## src/rtl/tlb_maint_ctrl_if.sv

```systemverilog
// WB-stage request / completion handshake for the TLB maintenance sequencer.
// The master (WB stage) issues an op and holds it until req_ready; the slave
// (sequencer) answers with a one-cycle done pulse when the op has finished.
interface tlb_maint_ctrl_if;
  logic        req_valid;
  logic        req_ready;
  logic [1:0]  req_op;
  logic [4:0]  inv_op;
  logic [9:0]  inv_asid;
  logic [31:0] inv_va;
  logic        done_valid;
  logic        done_flush;
  logic        done_ine;

  modport master (
    output req_valid, req_op, inv_op, inv_asid, inv_va,
    input  req_ready, done_valid, done_flush, done_ine
  );

  modport slave (
    input  req_valid, req_op, inv_op, inv_asid, inv_va,
    output req_ready, done_valid, done_flush, done_ine
  );
endinterface

```

## src/rtl/tlb_maint_ctrl.sv

```systemverilog
// TLB maintenance sequencer: executes TLBRD / TLBWR / TLBFILL / INVTLB from WB.
// Owns the single TLB read/write port, builds write entries from live CSRs,
// returns TLBRD results as CSR write data and walks every entry for INVTLB.
module tlb_maint_ctrl #(
  parameter  int TLBNUM = 16,
  localparam int IW     = $clog2(TLBNUM)
) (
  input  logic              clk,
  input  logic              rst,
  tlb_maint_ctrl_if.slave   wb,
  input  logic [31:0]       i_csr_tlbidx,
  input  logic [31:0]       i_csr_tlbehi,
  input  logic [31:0]       i_csr_tlbelo0,
  input  logic [31:0]       i_csr_tlbelo1,
  input  logic [31:0]       i_csr_asid,
  input  logic [31:0]       i_csr_estat,
  output logic [IW-1:0]     o_r_index,
  input  logic [88:0]       i_r_entry,
  output logic              o_we,
  output logic [IW-1:0]     o_w_index,
  output logic [88:0]       o_w_entry,
  output logic              o_tlbrd_we,
  output logic [31:0]       o_tlbidx_wdata,
  output logic [31:0]       o_tlbehi_wdata,
  output logic [31:0]       o_tlbelo0_wdata,
  output logic [31:0]       o_tlbelo1_wdata,
  output logic [31:0]       o_asid_wdata
);

  typedef struct packed {
    logic        e;
    logic [18:0] vppn;
    logic [5:0]  ps;
    logic [9:0]  asid;
    logic        g;
    logic [19:0] ppn0;
    logic [1:0]  plv0;
    logic [1:0]  mat0;
    logic        d0;
    logic        v0;
    logic [19:0] ppn1;
    logic [1:0]  plv1;
    logic [1:0]  mat1;
    logic        d1;
    logic        v1;
  } tlb_entry_t;

  localparam logic [1:0] OP_TLBRD   = 2'd0;
  localparam logic [1:0] OP_TLBFILL = 2'd2;
  localparam logic [1:0] OP_INVTLB  = 2'd3;

  localparam logic [2:0] S_IDLE = 3'd0;
  localparam logic [2:0] S_RD   = 3'd1;
  localparam logic [2:0] S_WR   = 3'd2;
  localparam logic [2:0] S_SCAN = 3'd3;
  localparam logic [2:0] S_DONE = 3'd4;

  logic [2:0]    r_state;
  logic [IW-1:0] r_scan_idx;
  logic [IW-1:0] r_fill_ctr;
  logic [1:0]    r_op;
  logic [4:0]    r_inv_op;
  logic [9:0]    r_inv_asid;
  logic [31:0]   r_inv_va;

  logic          w_accept;
  logic          w_inv_bad;
  logic          w_scan_last;
  logic [IW-1:0] w_r_index;
  logic          w_va_hit;
  logic          w_asid_hit;
  logic          w_match;
  tlb_entry_t    w_re;
  tlb_entry_t    w_wr_entry;
  tlb_entry_t    w_inv_entry;

  assign w_accept    = wb.req_valid && (r_state == S_IDLE);
  assign w_inv_bad   = (wb.inv_op > 5'd6);
  assign w_scan_last = (r_scan_idx == IW'(TLBNUM - 1));

  // Sequencer FSM and INVTLB walk pointer.
  // NOTE: state registers use non-blocking assignments so every flop samples
  // pre-edge values; blocking here would create order-dependent simulation.
  always_ff @(posedge clk) begin
    if (rst) begin
      r_state    <= S_IDLE;
      r_scan_idx <= '0;
    end else begin
      case (r_state)
        S_IDLE: if (w_accept) begin
          if (wb.req_op == OP_TLBRD)       r_state <= S_RD;
          else if (wb.req_op != OP_INVTLB) r_state <= S_WR;
          else if (w_inv_bad)              r_state <= S_DONE;
          else                             r_state <= S_SCAN;
        end
        S_RD, S_WR: r_state <= S_DONE;
        S_SCAN: begin
          if (w_scan_last) begin
            r_state    <= S_DONE;
            r_scan_idx <= '0;
          end else begin
            r_scan_idx <= r_scan_idx + IW'(1);
          end
        end
        default: r_state <= S_IDLE;
      endcase
    end
  end

  // Free-running TLBFILL victim counter; wraps naturally because TLBNUM is 2**IW.
  always_ff @(posedge clk) begin
    if (rst) r_fill_ctr <= '0;
    else     r_fill_ctr <= r_fill_ctr + IW'(1);
  end

  // Capture the op fields on accept; WB is free to change them afterwards.
  // NOTE: these are pure datapath holding registers, only read after an accept
  // has loaded them, so they carry no reset.
  always_ff @(posedge clk) begin
    if (w_accept) begin
      r_op       <= wb.req_op;
      r_inv_op   <= wb.inv_op;
      r_inv_asid <= wb.inv_asid;
      r_inv_va   <= wb.inv_va;
    end
  end

  assign w_re      = i_r_entry;
  assign w_r_index = (r_state == S_SCAN) ? r_scan_idx : i_csr_tlbidx[IW-1:0];
  assign o_r_index = w_r_index;

  // Build the TLBWR/TLBFILL entry from the live CSR values.
  // NOTE: every combinational output gets a default first, so no path can
  // leave it unassigned and infer a latch.
  always_comb begin
    w_wr_entry      = '0;
    w_wr_entry.e    = (i_csr_estat[21:16] == 6'h3F) ? 1'b1 : ~i_csr_tlbidx[31];
    w_wr_entry.vppn = i_csr_tlbehi[31:13];
    w_wr_entry.ps   = i_csr_tlbidx[29:24];
    w_wr_entry.asid = i_csr_asid[9:0];
    w_wr_entry.g    = i_csr_tlbelo0[6] & i_csr_tlbelo1[6];
    w_wr_entry.ppn0 = i_csr_tlbelo0[27:8];
    w_wr_entry.plv0 = i_csr_tlbelo0[3:2];
    w_wr_entry.mat0 = i_csr_tlbelo0[5:4];
    w_wr_entry.d0   = i_csr_tlbelo0[1];
    w_wr_entry.v0   = i_csr_tlbelo0[0];
    w_wr_entry.ppn1 = i_csr_tlbelo1[27:8];
    w_wr_entry.plv1 = i_csr_tlbelo1[3:2];
    w_wr_entry.mat1 = i_csr_tlbelo1[5:4];
    w_wr_entry.d1   = i_csr_tlbelo1[1];
    w_wr_entry.v1   = i_csr_tlbelo1[0];
  end

  // INVTLB match for the entry currently addressed by the walk.
  always_comb begin
    w_va_hit   = (w_re.ps == 6'd21) ? (w_re.vppn[18:9] == r_inv_va[31:22])
                                    : (w_re.vppn == r_inv_va[31:13]);
    w_asid_hit = (w_re.asid == r_inv_asid);
    case (r_inv_op)
      5'd0, 5'd1: w_match = 1'b1;
      5'd2:       w_match = w_re.g;
      5'd3:       w_match = ~w_re.g;
      5'd4:       w_match = ~w_re.g & w_asid_hit;
      5'd5:       w_match = ~w_re.g & w_asid_hit & w_va_hit;
      5'd6:       w_match = (w_re.g | w_asid_hit) & w_va_hit;
      default:    w_match = 1'b0;
    endcase
    w_match        = w_match & w_re.e;
    w_inv_entry    = w_re;
    w_inv_entry.e  = 1'b0;
  end

  // TLB write port. Strobes are gated by rst so a reset cycle landing mid-walk
  // cannot commit one more invalidation.
  always_comb begin
    o_we      = ~rst & ((r_state == S_WR) | ((r_state == S_SCAN) & w_match));
    o_w_index = (r_state == S_SCAN) ? r_scan_idx
              : (r_op == OP_TLBFILL) ? r_fill_ctr : i_csr_tlbidx[IW-1:0];
    o_w_entry = (r_state == S_SCAN) ? w_inv_entry : w_wr_entry;
  end

  // TLBRD result formatting; an invalid entry reports NE=1 and zeroes the rest.
  always_comb begin
    o_tlbrd_we      = ~rst & (r_state == S_RD);
    o_tlbidx_wdata  = 32'h8000_0000;
    o_tlbehi_wdata  = '0;
    o_tlbelo0_wdata = '0;
    o_tlbelo1_wdata = '0;
    o_asid_wdata    = '0;
    if (w_re.e) begin
      o_tlbidx_wdata          = '0;
      o_tlbidx_wdata[29:24]   = w_re.ps;
      o_tlbidx_wdata[IW-1:0]  = w_r_index;
      o_tlbehi_wdata          = {w_re.vppn, 13'b0};
      o_tlbelo0_wdata         = {4'b0, w_re.ppn0, 1'b0, w_re.g, w_re.mat0, w_re.plv0, w_re.d0, w_re.v0};
      o_tlbelo1_wdata         = {4'b0, w_re.ppn1, 1'b0, w_re.g, w_re.mat1, w_re.plv1, w_re.d1, w_re.v1};
      o_asid_wdata            = {22'b0, w_re.asid};
    end
  end

  // Handshake back to WB: ready only when idle, one-cycle completion pulse.
  always_comb begin
    wb.req_ready  = (r_state == S_IDLE);
    wb.done_valid = ~rst & (r_state == S_DONE);
    wb.done_flush = wb.done_valid & (r_op != OP_TLBRD);
    wb.done_ine   = wb.done_valid & (r_op == OP_INVTLB) & (r_inv_op > 5'd6);
  end

endmodule

```

## src/flat_wrapper.sv

```systemverilog
// flat-port wrapper written by rule: the top's interface ports become plain ports
module tlb_maint_ctrl_flat 
#(
  parameter  int TLBNUM = 16,
  localparam int IW     = $clog2(TLBNUM)
)
  (clk, rst, i_csr_tlbidx, i_csr_tlbehi, i_csr_tlbelo0, i_csr_tlbelo1, i_csr_asid, i_csr_estat, o_r_index, i_r_entry, o_we, o_w_index, o_w_entry, o_tlbrd_we, o_tlbidx_wdata, o_tlbehi_wdata, o_tlbelo0_wdata, o_tlbelo1_wdata, o_asid_wdata, wb_req_valid, wb_req_op, wb_inv_op, wb_inv_asid, wb_inv_va, wb_req_ready, wb_done_valid, wb_done_flush, wb_done_ine);
  tlb_maint_ctrl_if wb_i ();
  input  logic clk;
  input  logic rst;
  input  logic [31:0] i_csr_tlbidx;
  input  logic [31:0] i_csr_tlbehi;
  input  logic [31:0] i_csr_tlbelo0;
  input  logic [31:0] i_csr_tlbelo1;
  input  logic [31:0] i_csr_asid;
  input  logic [31:0] i_csr_estat;
  output logic [IW-1:0] o_r_index;
  input  logic [88:0] i_r_entry;
  output logic o_we;
  output logic [IW-1:0] o_w_index;
  output logic [88:0] o_w_entry;
  output logic o_tlbrd_we;
  output logic [31:0] o_tlbidx_wdata;
  output logic [31:0] o_tlbehi_wdata;
  output logic [31:0] o_tlbelo0_wdata;
  output logic [31:0] o_tlbelo1_wdata;
  output logic [31:0] o_asid_wdata;
  input wire logic [$bits(wb_i.req_valid)-1:0] wb_req_valid;
  input wire logic [$bits(wb_i.req_op)-1:0] wb_req_op;
  input wire logic [$bits(wb_i.inv_op)-1:0] wb_inv_op;
  input wire logic [$bits(wb_i.inv_asid)-1:0] wb_inv_asid;
  input wire logic [$bits(wb_i.inv_va)-1:0] wb_inv_va;
  output wire logic [$bits(wb_i.req_ready)-1:0] wb_req_ready;
  output wire logic [$bits(wb_i.done_valid)-1:0] wb_done_valid;
  output wire logic [$bits(wb_i.done_flush)-1:0] wb_done_flush;
  output wire logic [$bits(wb_i.done_ine)-1:0] wb_done_ine;
  assign wb_i.req_valid = wb_req_valid;
  assign wb_i.req_op = wb_req_op;
  assign wb_i.inv_op = wb_inv_op;
  assign wb_i.inv_asid = wb_inv_asid;
  assign wb_i.inv_va = wb_inv_va;
  assign wb_req_ready = wb_i.req_ready;
  assign wb_done_valid = wb_i.done_valid;
  assign wb_done_flush = wb_i.done_flush;
  assign wb_done_ine = wb_i.done_ine;
  tlb_maint_ctrl #(.TLBNUM(TLBNUM)) u_core (.clk(clk), .rst(rst), .wb(wb_i), .i_csr_tlbidx(i_csr_tlbidx), .i_csr_tlbehi(i_csr_tlbehi), .i_csr_tlbelo0(i_csr_tlbelo0), .i_csr_tlbelo1(i_csr_tlbelo1), .i_csr_asid(i_csr_asid), .i_csr_estat(i_csr_estat), .o_r_index(o_r_index), .i_r_entry(i_r_entry), .o_we(o_we), .o_w_index(o_w_index), .o_w_entry(o_w_entry), .o_tlbrd_we(o_tlbrd_we), .o_tlbidx_wdata(o_tlbidx_wdata), .o_tlbehi_wdata(o_tlbehi_wdata), .o_tlbelo0_wdata(o_tlbelo0_wdata), .o_tlbelo1_wdata(o_tlbelo1_wdata), .o_asid_wdata(o_asid_wdata));
endmodule
```

## config.mk

```make
export PLATFORM = sky130hd
export DESIGN_NAME = tlb_maint_ctrl_flat
export DESIGN_NICKNAME = d
export VERILOG_FILES = /design/src/rtl/tlb_maint_ctrl_if.sv /design/src/rtl/tlb_maint_ctrl.sv /design/src/flat_wrapper.sv
export SDC_FILE = /design/constraint.sdc
export NUM_CORES = 1
export LEC_CHECK = 0
export CAP_MARGIN = 0
export CORE_AREA = 5 5 232 234
export CTS_CLUSTER_DIAMETER = 40
export DETAILED_ROUTE_END_ITERATION = 12
export DIE_AREA = 0 0 237 239
export GPL_TIMING_DRIVEN = 1
export SLEW_MARGIN = 10
export SYNTH_ARGS = -nofsm -noshare
export SYNTH_HDL_FRONTEND = slang
export SYNTH_SLANG_ARGS = --single-unit
```

## constraint.sdc

```tcl
create_clock -name clk -period 2.3 [get_ports clk]
set_input_delay 0.345 -clock clk [delete_from_list [all_inputs] [get_ports clk]]
set_output_delay 0.345 -clock clk [all_outputs]
set_load 0.01 [all_outputs]
```

## Word level (Yosys, flattened, before mapping)

Index checks and enable logic that the tools add are counted.

- Bits in writable memories: 0
- Bits in latches: 0
- Register bits: 60
- Output and inout bits: 263
- Memories kept: 0
- Memory bits (read-only): 0
- Input bits: 333
- Logic and storage cells: 76

- Reductions and logical operators: 8
- Bitwise gates (word level): 17
- Add/subtract/negate cells: 2
- Order comparisons: 2
- Shift-type cells: 0
- Multipliers: 0
- Equal/unequal tests: 21
- Div/mod/pow operators: 0
- Multiplexer cells: 19

Operators by type and width:

| cell | number |
|---|---|
| $mux W89 | 1 |
| $mux W32 | 2 |
| $mux W28 | 2 |
| $eq A10 B10 Y1 | 2 |
| $eq A19 B19 Y1 | 1 |
| $mux W4 | 4 |
| $eq A5 B3 Y1 const B | 3 |
| $mux W3 | 5 |
| $and A1 B1 Y1 | 12 |
| $eq A5 B2 Y1 const B | 2 |
| $gt A5 B3 Y1 const B | 2 |
| $mux W10 | 1 |
| $pmux W3 S3 | 1 |
| $add A4 B1 Y4 const B | 2 |
| $eq A3 B2 Y1 const B | 2 |
| $eq A6 B5 Y1 const B | 1 |
| $eq A6 B6 Y1 const B | 1 |
| $pmux W1 S6 | 1 |
| $eq A5 B1 Y1 const B | 1 |
| $logic_not A5 Y1 | 1 |
| $eq A2 B2 Y1 const B | 2 |
| $eq A4 B4 Y1 const B | 1 |
| $ne A2 B1 Y1 const B | 2 |
| $reduce_or A2 Y1 | 2 |
| other kinds (11) | 15 |

## Longest topological paths before layout

Gate-level depths: netlist of run 1.

- Depth after elaboration: 8
- Gate-level depth with buffers: 7
- Depth with buffers taken out: 5

## Worst setup path after synthesis of run 1

OpenSTA, ideal clock, no wires.

- Kind: register -> register
- Start: register u_core.r_state[0]
- End: register u_core.r_state[0]
- Path slack: 136 ps
- Stages on the path, launching flop included: 5
- Arrival: 2093 ps
- Path buffers: 0
- Cells stage by stage: dfxtp_1 nor3_1 and2_1 o21ai_0 a21oi_1

- Word-level cells in the longest chain between the ends: 4
- Elaborated cells on any way between the ends: 10
- Those cells by class: eq/ne (5); mux (1); reduce/logical (4)

RTL lines:

| item | line | RTL |
|---|---|---|
| start: declaration | tlb_maint_ctrl.sv:58 | `logic [2:0] r_state;` |
| start signal: assignment | tlb_maint_ctrl.sv:86 | `r_state <= S_IDLE;` |
| start signal: assignment | tlb_maint_ctrl.sv:91 | `if (wb.req_op == OP_TLBRD) r_state <= S_RD;` |
| start signal: assignment | tlb_maint_ctrl.sv:92 | `else if (wb.req_op != OP_INVTLB) r_state <= S_WR;` |
| $logic_not A3 Y1 | n/a |  |
| net wb_req_ready | flat_wrapper.sv:33 | `output wire logic [$bits(wb_i.req_ready)-1:0] wb_req_ready;` |
| $logic_and A1 B1 Y1 | tlb_maint_ctrl.sv:77 | `assign w_accept = wb.req_valid && (r_state == S_IDLE);` |
| net u_core.w_accept | tlb_maint_ctrl.sv:66 | `logic w_accept;` |
| $ne A2 B1 Y1 (no line) | n/a |  |
| $reduce_and A2 Y1 (no line) | n/a |  |

The timed path passes the listed nets, and every way through them passes these cells.
A chain may end at the register's enable or synchronous reset.

## Worst setup path after layout of run 1

- Start: register u_core.r_inv_asid[5]
- End: output port o_we

- Word-level cells in the longest chain between the ends: 8
- Elaborated cells on any way between the ends: 10
- Those cells by class: eq/ne (1); mux (1); bitwise (8)

RTL lines:

| item | line | RTL |
|---|---|---|
| start: declaration | tlb_maint_ctrl.sv:63 | `logic [9:0] r_inv_asid;` |
| start signal: assignment | tlb_maint_ctrl.sv:123 | `r_inv_asid <= wb.inv_asid;` |
| $eq A10 B10 Y1 * | tlb_maint_ctrl.sv:158 | `w_asid_hit = (w_re.asid == r_inv_asid);` |
| $or A1 B1 Y1 or $and A1 B1 Y1 (tied branches) | tlb_maint_ctrl.sv:165, tlb_maint_ctrl.sv:163, tlb_maint_ctrl.sv:164 |  |
| $and A1 B1 Y1 (on tied branches) | tlb_maint_ctrl.sv:165, tlb_maint_ctrl.sv:164 |  |
| $pmux W1 S6 * | tlb_maint_ctrl.sv:159 | `case (r_inv_op)` |
| $and A1 B1 Y1 * | tlb_maint_ctrl.sv:168 | `w_match = w_match & w_re.e;` |
| $and A1 B1 Y1 * | tlb_maint_ctrl.sv:176 | `o_we = ~rst & ((r_state == S_WR) \| ((r_state == S_SCAN) & w_match));` |
| $or A1 B1 Y1 * | tlb_maint_ctrl.sv:176 |  |
| $and A1 B1 Y1 * | tlb_maint_ctrl.sv:176 |  |
| end: declaration | flat_wrapper.sv:19 | `output logic o_we;` |

Mark *: on every way between the ends. The rest lies on a longest branch, timed or not.

==> results of run 1 <==
[final cells by class]
type | instances | area (µm²) | share of cell area
tap | 688 | 860.8 | 0.08425
clock inverter | 3 | 67.56 | 0.006613
multi-input combinational | 552 | 2749 | 0.2690
clock buffer | 5 | 125.1 | 0.01225
antenna | 1 | 2.502 | 0.0002449
inverter | 2 | 7.507 | 0.0007348
timing repair buffer | 495 | 5101 | 0.4993
sequential | 47 | 1304 | 0.1276
[path summary, 6_finish.rpt]
check / start / end / slack [ns]
worst max-delay path: u_core.r_inv_asid[5] / o_we / -0.08
worst min-delay path: u_core.r_fill_ctr[0] / u_core.r_fill_ctr[0] / 0.49
worst max register to register: u_core.r_state[0] / u_core.r_inv_asid[7] / 0.59
worst min register to register: u_core.r_fill_ctr[0] / u_core.r_fill_ctr[0] / 0.49
[timing repair]
| item | in CTS | in global routing |
|---|---|---|
| setup buffers | 12 | 3 |
| pin swaps | 3 | 8 |
| hold buffers | 0 | 0 |
| endpoints found under the setup margin | 95 | 51 |
| resized for setup | 118 | 56 |
| gates cloned | 10 | 2 |
[cell usage after synthesis (2+ instances only)]
cell type and count:
mux2i_1 5, and2_1 90, nand2_1 285, and3_1 2
ha_1 2, nor3_1 4, dfxtp_1 11, buf_2 10
buf_4 68, nand3_1 9, nand3b_1 2, a31oi_1 2
o21ai_0 5, nor2b_1 2, and4_1 2, nor2_1 11
a21oi_1 8, edfxtp_1 36, xnor2_1 25, nand4_1 4
inv_1 2, buf_1 5, xor2_1 7, nand2b_1 3
nor4b_1 2, a311oi_1 2, clkbuf_1 16
[kinds of logic after synthesis]
family,count (synthesis),share of synthesized area
buffers and inverters,101,0.1475
AOI/OAI and AO/OA,24,0.03425
xor gates and xnor gates,32,0.06393
and+or+nand+nor,423,0.4395
muxes,5,0.01142
adders and majority gates,2,0.005707
DFF,47,0.2968
other,1,0.0008553
[sequential cells by signal (all words and copies together), names as in the netlist]
register and flops:
u_core.r_fill_ctr 4, u_core.r_inv_asid 10, u_core.r_inv_op 5, u_core.r_inv_va 19, u_core.r_op 2, u_core.r_scan_idx 4, u_core.r_state 3
[power groups by stage]
stage                     Combinational (µW)  Sequential [µW]  Clock (µW)
after floorplan                          528             1040           0
after global placement                  1470             1050           0
after detailed placement                1480             1060           0
after CTS                               1450             1040        1000
after global routing                    1530             1040        1030
final                                   1420             1040         983
[metal layers]
metal / wire (µm) / vias to the layer above / GRT usage
met1: 13080 / 2704 / 0.1267
li1: - / 2819 / -
met3: 2450 / 38 / 0.02515
met4: 784 / 6 / 0.03201
met5: 28 / - / 0
met2: 15270 / 343 / 0.1765
[metrics by stage]
stage	setup WS, ns	hold WS (ns)	std cells	util
final	-0.07886	0.4904	1793	0.1972
after global routing	-0.1510	0.5102	1792	0.1971
after CTS	-0.1911	0.4943	1788	0.1960
after detailed placement	-0.7187	0.4786	1758	0.1851
after global placement	-0.7018	0.4468	1758	0.1851
after floorplan	0.1361	0.4166	700	-
==> results.sh, run 1 <==
export IMPL_dp_hpwl_mm=23.69
export IMPL_rsz0062_at_grt="true"
export IMPL_ys_seq_area_frac=0.2968
export IMPL_numCtsBuffers=5
export IMPL_violations="setup timing"
export IMPL_yosys_area_top_type="edfxtp_1"
export IMPL_io_pins=596
export IMPL_cts_tree="done"
export IMPL_grt_max_degree=59
export IMPL_wl_mm=31.62
export IMPL_ir_drop_mv=0.2836
export IMPL_power_switching_uw=1009
export IMPL_drc=0
export IMPL_synth_edf_count=36
export IMPL_start_util=0.08461
export IMPL_clock_sinks=47
export IMPL_netlist_area_mm2=0.004384
export IMPL_p_sw_frac=0.2930
export IMPL_finalInstanceArea_mm2=0.01022
export IMPL_fp_dieW_um=237
export IMPL_gp_congestion=0.9733
export IMPL_synth_top_area_share=0.2466
export IMPL_overflow=0
export IMPL_slowest_stage="or4_4"
export IMPL_place_area_mm2=0.009590
export IMPL_power_uw=3443
export IMPL_cp_max_fo=2
export IMPL_syn_avg_cell_area_um2=6.904
export IMPL_max_cap_violations=0
export IMPL_min_period_over_period=1.034
export IMPL_antenna_left=0
export IMPL_drive_above_1_share=0.1150
export IMPL_crit_family="simple AND/OR/NAND/NOR gates"
export IMPL_syn_to_final_growth_pct=133.0
export IMPL_ys_ff_latch=47
export IMPL_num_vias=5910
export IMPL_setup_viol=1
export IMPL_nFillCells=5792
export IMPL_viasPerCell=3.296
export IMPL_period_needed_ns=2.379
export IMPL_holdPathStages=1
export IMPL_clkPwrFrac=0.286
export IMPL_nets=1438
export IMPL_port_buffers=424
export IMPL_coreArea_mm2=0.05181
export IMPL_htreeDepth=2
export IMPL_reg2reg_depth=4
export IMPL_std_cell_rows=84
export IMPL_grt_pass1_wl_mm=42.57
export IMPL_critPathArrivalTime_ns=2.03
export IMPL_synth_top_flop_cell="edfxtp_1"
export IMPL_clockBufferDepth=2
export IMPL_dieArea_mm2=0.05664
export IMPL_p_leak_uw=0.004394
export IMPL_min_path_type="reg2reg"
export IMPL_wl_per_cell_um=17.63
export IMPL_slowest_delay_ns=0.53
export IMPL_mostFrequentLayoutCell="clkdlybuf4s50_1"
export IMPL_cp_num_buf_inv=1
export IMPL_clock_skew_final_ns=0.007452
export IMPL_grt_pass1_vias=6152
export IMPL_power_density_mw_per_mm2=337.0
export IMPL_clk_latency_ns=0.30
export IMPL_start_kind="flip-flop"
export IMPL_cts_root_buffer="clkbuf_16"
export IMPL_max_freq_ghz=0.4204
export IMPL_antenna_found_initial=5
export IMPL_yosysWarnings=0
export IMPL_synthArstFlopShare=0
export IMPL_tns_ns=-0.07886
export IMPL_synth_area_leaders="edfxtp_1, nand2_1, and2_1, buf_4, dfxtp_1"
export IMPL_path_cells="xor2_1, or4_4, nor4b_4, o21ai_1, nand3_1, buf_2"
export IMPL_crit_cells=6
export IMPL_synth_cell_type_count=42
export IMPL_run_status="finished, violations left"
export IMPL_setup_slack_ns=-0.07886
export IMPL_required_ns=1.96
export IMPL_die_y_um=239
export IMPL_syn_inst=635
export IMPL_dr_pass1_iters=4
export IMPL_drv_slew=0
export IMPL_seqPwrFrac=0.301
export IMPL_clk_pin_slew_ns=0.07
export IMPL_layout_common_cells="clkdlybuf4s50_1, nand2_1, and2_1, dlygate4sd2_1, conb_1"
export IMPL_drt_iter0_drc=187
export IMPL_hold_viol=0
export IMPL_crit_path_end_kind="output pin"
export IMPL_grt_usage=0.1026
export IMPL_crit_type="reg2out"
export IMPL_pwr_share_comb=0.413
export IMPL_internal_power_uw=2434
No activity file was read; power rests on OpenSTA's default activity.
==> run 2, diff against run 1 <==
CTS_CLUSTER_DIAMETER = 200   (was 40)
==> results of run 2 <==
Same layout as run 1: the final DEF is identical, and so are final timing and power.
==> run 3, diff against run 2 <==
RECOVER_POWER = 50   (was not set)
==> results.sh, run 3 (same netlist as run 1, synthesis figures left out) <==
export IMPL_crit_family="simple AND/OR/NAND/NOR gates"
export IMPL_r2r_end="u_core.r_inv_asid[0]"
export IMPL_required_ns=1.96
export IMPL_violations="setup timing"
export IMPL_clk_pin_slew_ns=0.07
export IMPL_tightest_slew_ns=0.5375
export IMPL_die_y_um=239
export IMPL_antenna_found_initial=9
export IMPL_slowest_delay_ns=0.53
export IMPL_final_core_util=0.1961
export IMPL_tns_ns=-0.09226
export IMPL_rrSetupSlack_ns=0.20
export IMPL_ir_drop_mv=0.2784
export IMPL_r2r_start="u_core.r_state[0]"
export IMPL_grt_usage=0.1026
export IMPL_grt_max_degree=59
export IMPL_fin_cells=1795
export IMPL_antenna_left=0
export IMPL_period_needed_ns=2.383
export IMPL_power_density_mw_per_mm2=335.9
export IMPL_overflow=0
export IMPL_wl_mm=31.65
export IMPL_critPathArrivalTime_ns=2.04
export IMPL_fp_dieW_um=237
export IMPL_syn_to_final_growth_pct=131.8
export IMPL_cp_num_buf_inv=1
export IMPL_setup_slack_ns=-0.08256
export IMPL_std_cell_rows=84
export IMPL_crit_type="reg2out"
export IMPL_gp_congestion=0.9733
export IMPL_top_register="u_core.r_inv_va"
export IMPL_dr_pass1_iters=4
export IMPL_rsz0062_at_grt="true"
export IMPL_clk_latency_ns=0.30
export IMPL_coreArea_mm2=0.05181
export IMPL_io_pins=596
export IMPL_clock_skew_final_ns=0.008285
export IMPL_nets=1438
export IMPL_max_cap_violations=0
export IMPL_hp_start="u_core.r_fill_ctr[0]"
export IMPL_setup_viol=3
export IMPL_drv_slew=0
export IMPL_hold_viol=0
export IMPL_cp_max_fo=2
export IMPL_path_cells="xor2_1, or4_4, nor4b_4, o21ai_1, nand3_1, buf_2"
export IMPL_clock_sinks=47
export IMPL_run_status="finished, violations left"
export IMPL_drive_above_1_share=0.1123
export IMPL_min_period_over_period=1.036
export IMPL_drt_iter0_drc=194
export IMPL_max_slew_margin=0.6417
export IMPL_reg2reg_depth=4
export IMPL_start_util=0.08461
export IMPL_wl_per_cell_um=17.63
export IMPL_dp_hpwl_mm=23.69
export IMPL_viasPerCell=3.290
export IMPL_max_freq_ghz=0.4197
export IMPL_min_path_type="reg2reg"
export IMPL_cts_tree="done"
export IMPL_holdPathStages=1
export IMPL_hold_buffers=0
export IMPL_worstHoldEndpoint="u_core.r_fill_ctr[0]"
export IMPL_holdWs_ns=0.4861
export IMPL_dieArea_mm2=0.05664
export IMPL_drc=0
export IMPL_layout_common_cells="nand2_1, clkdlybuf4s50_1, and2_1, dlygate4sd2_1, conb_1"
export IMPL_power_uw=3413
export IMPL_largest_reg_flops=19
export IMPL_cts_root_buffer="clkbuf_16"
export IMPL_place_inst=1758
export IMPL_numCtsBuffers=5
export IMPL_crit_path_end_kind="output pin"
export IMPL_start_kind="flip-flop"
export IMPL_grt_pass1_wl_mm=42.57
export IMPL_slowest_stage="or4_4"
export IMPL_clockBufferDepth=2
export IMPL_num_vias=5906
export IMPL_grt_pass1_vias=6152
export IMPL_htreeDepth=2
export IMPL_mostFrequentLayoutCell="nand2_1"
export IMPL_reg_top3="u_core.r_inv_va (19), u_core.r_inv_asid (10), u_core.r_inv_op (5)"
export IMPL_p_leak_uw=0.004397
export IMPL_port_buffers=424
[run 3: cell types whose count changed in the layout (fill, tap and decap cells not counted), moves of 3 or more]
cell             delta
buf_12              -3
dlygate4sd3_1      +53
and2_0              +9
clkdlybuf4s50_1    -53
and2_1              -7
[run 3: worst register-to-register path, stage by stage, from the launching register on]
cell and delay (ns):
dfxtp_1 0.31, buf_4 0.17, nor3_1 0.37, and2_0 0.33, clkbuf_4 0.53
[run 3: how the worst max path moves through the flow]
stage,cells past startpoint,slack (ns),end,start
floorplan,4,0.14,u_core.r_state[0],u_core.r_state[0]
global placement,8,-0.70,o_we,i_r_entry[58]
detailed placement,8,-0.72,o_we,i_r_entry[58]
CTS,7,-0.19,o_we,i_r_entry[62]
global route,6,-0.15,o_we,u_core.r_inv_asid[5]
finish,6,-0.08,o_we,u_core.r_inv_asid[5]
[run 3: routing by layer]
metal	vias to the layer above	global-route usage	wire length [µm]
met5	-	0	14
met4	4	0.03201	789
met3	38	0.02515	2279
met2	342	0.1765	15260
met1	2702	0.1267	13300
li1	2820	-	-
[run 3: metrics by stage]
stage	area [µm²]	setup WS, ns
final	10160	-0.08256
after global routing	10150	-0.1510
after CTS	10160	-0.1911
after detailed placement	9590	-0.7187
after global placement	9590	-0.7018
after floorplan	4628	0.1361
[run 3: repair_timing]
| item | 4_1_cts | 5_1_grt |
|---|---|---|
| resized for setup | 118 | 56 |
| endpoints found under the setup margin | 95 | 51 |
| setup buffers | 12 | 3 |
| gates cloned | 10 | 2 |
| pin swaps | 3 | 8 |
| hold endpoints to repair | 0 | 0 |
[run 3: final cells by class]
type / count / area [µm²]
Multi-Input combinational cell: 552 / 2745
Timing Repair Buffer: 495 / 5044
Fill cell: 5802 / 41650
Antenna cell: 3 / 7.507
Inverter: 2 / 7.507
Sequential cell: 47 / 1304
Clock buffer: 5 / 125.1
Clock inverter: 3 / 67.56
Tap cell: 688 / 860.8
[run 3: where the power goes]
group | leakage, µW | switching, µW | internal [µW]
Clock | 0.0000900 | 362 | 624
Sequential | 0.000435 | 42.1 | 997
Combinational | 0.00387 | 605 | 783
Total | 0.00440 | 1010 | 2400
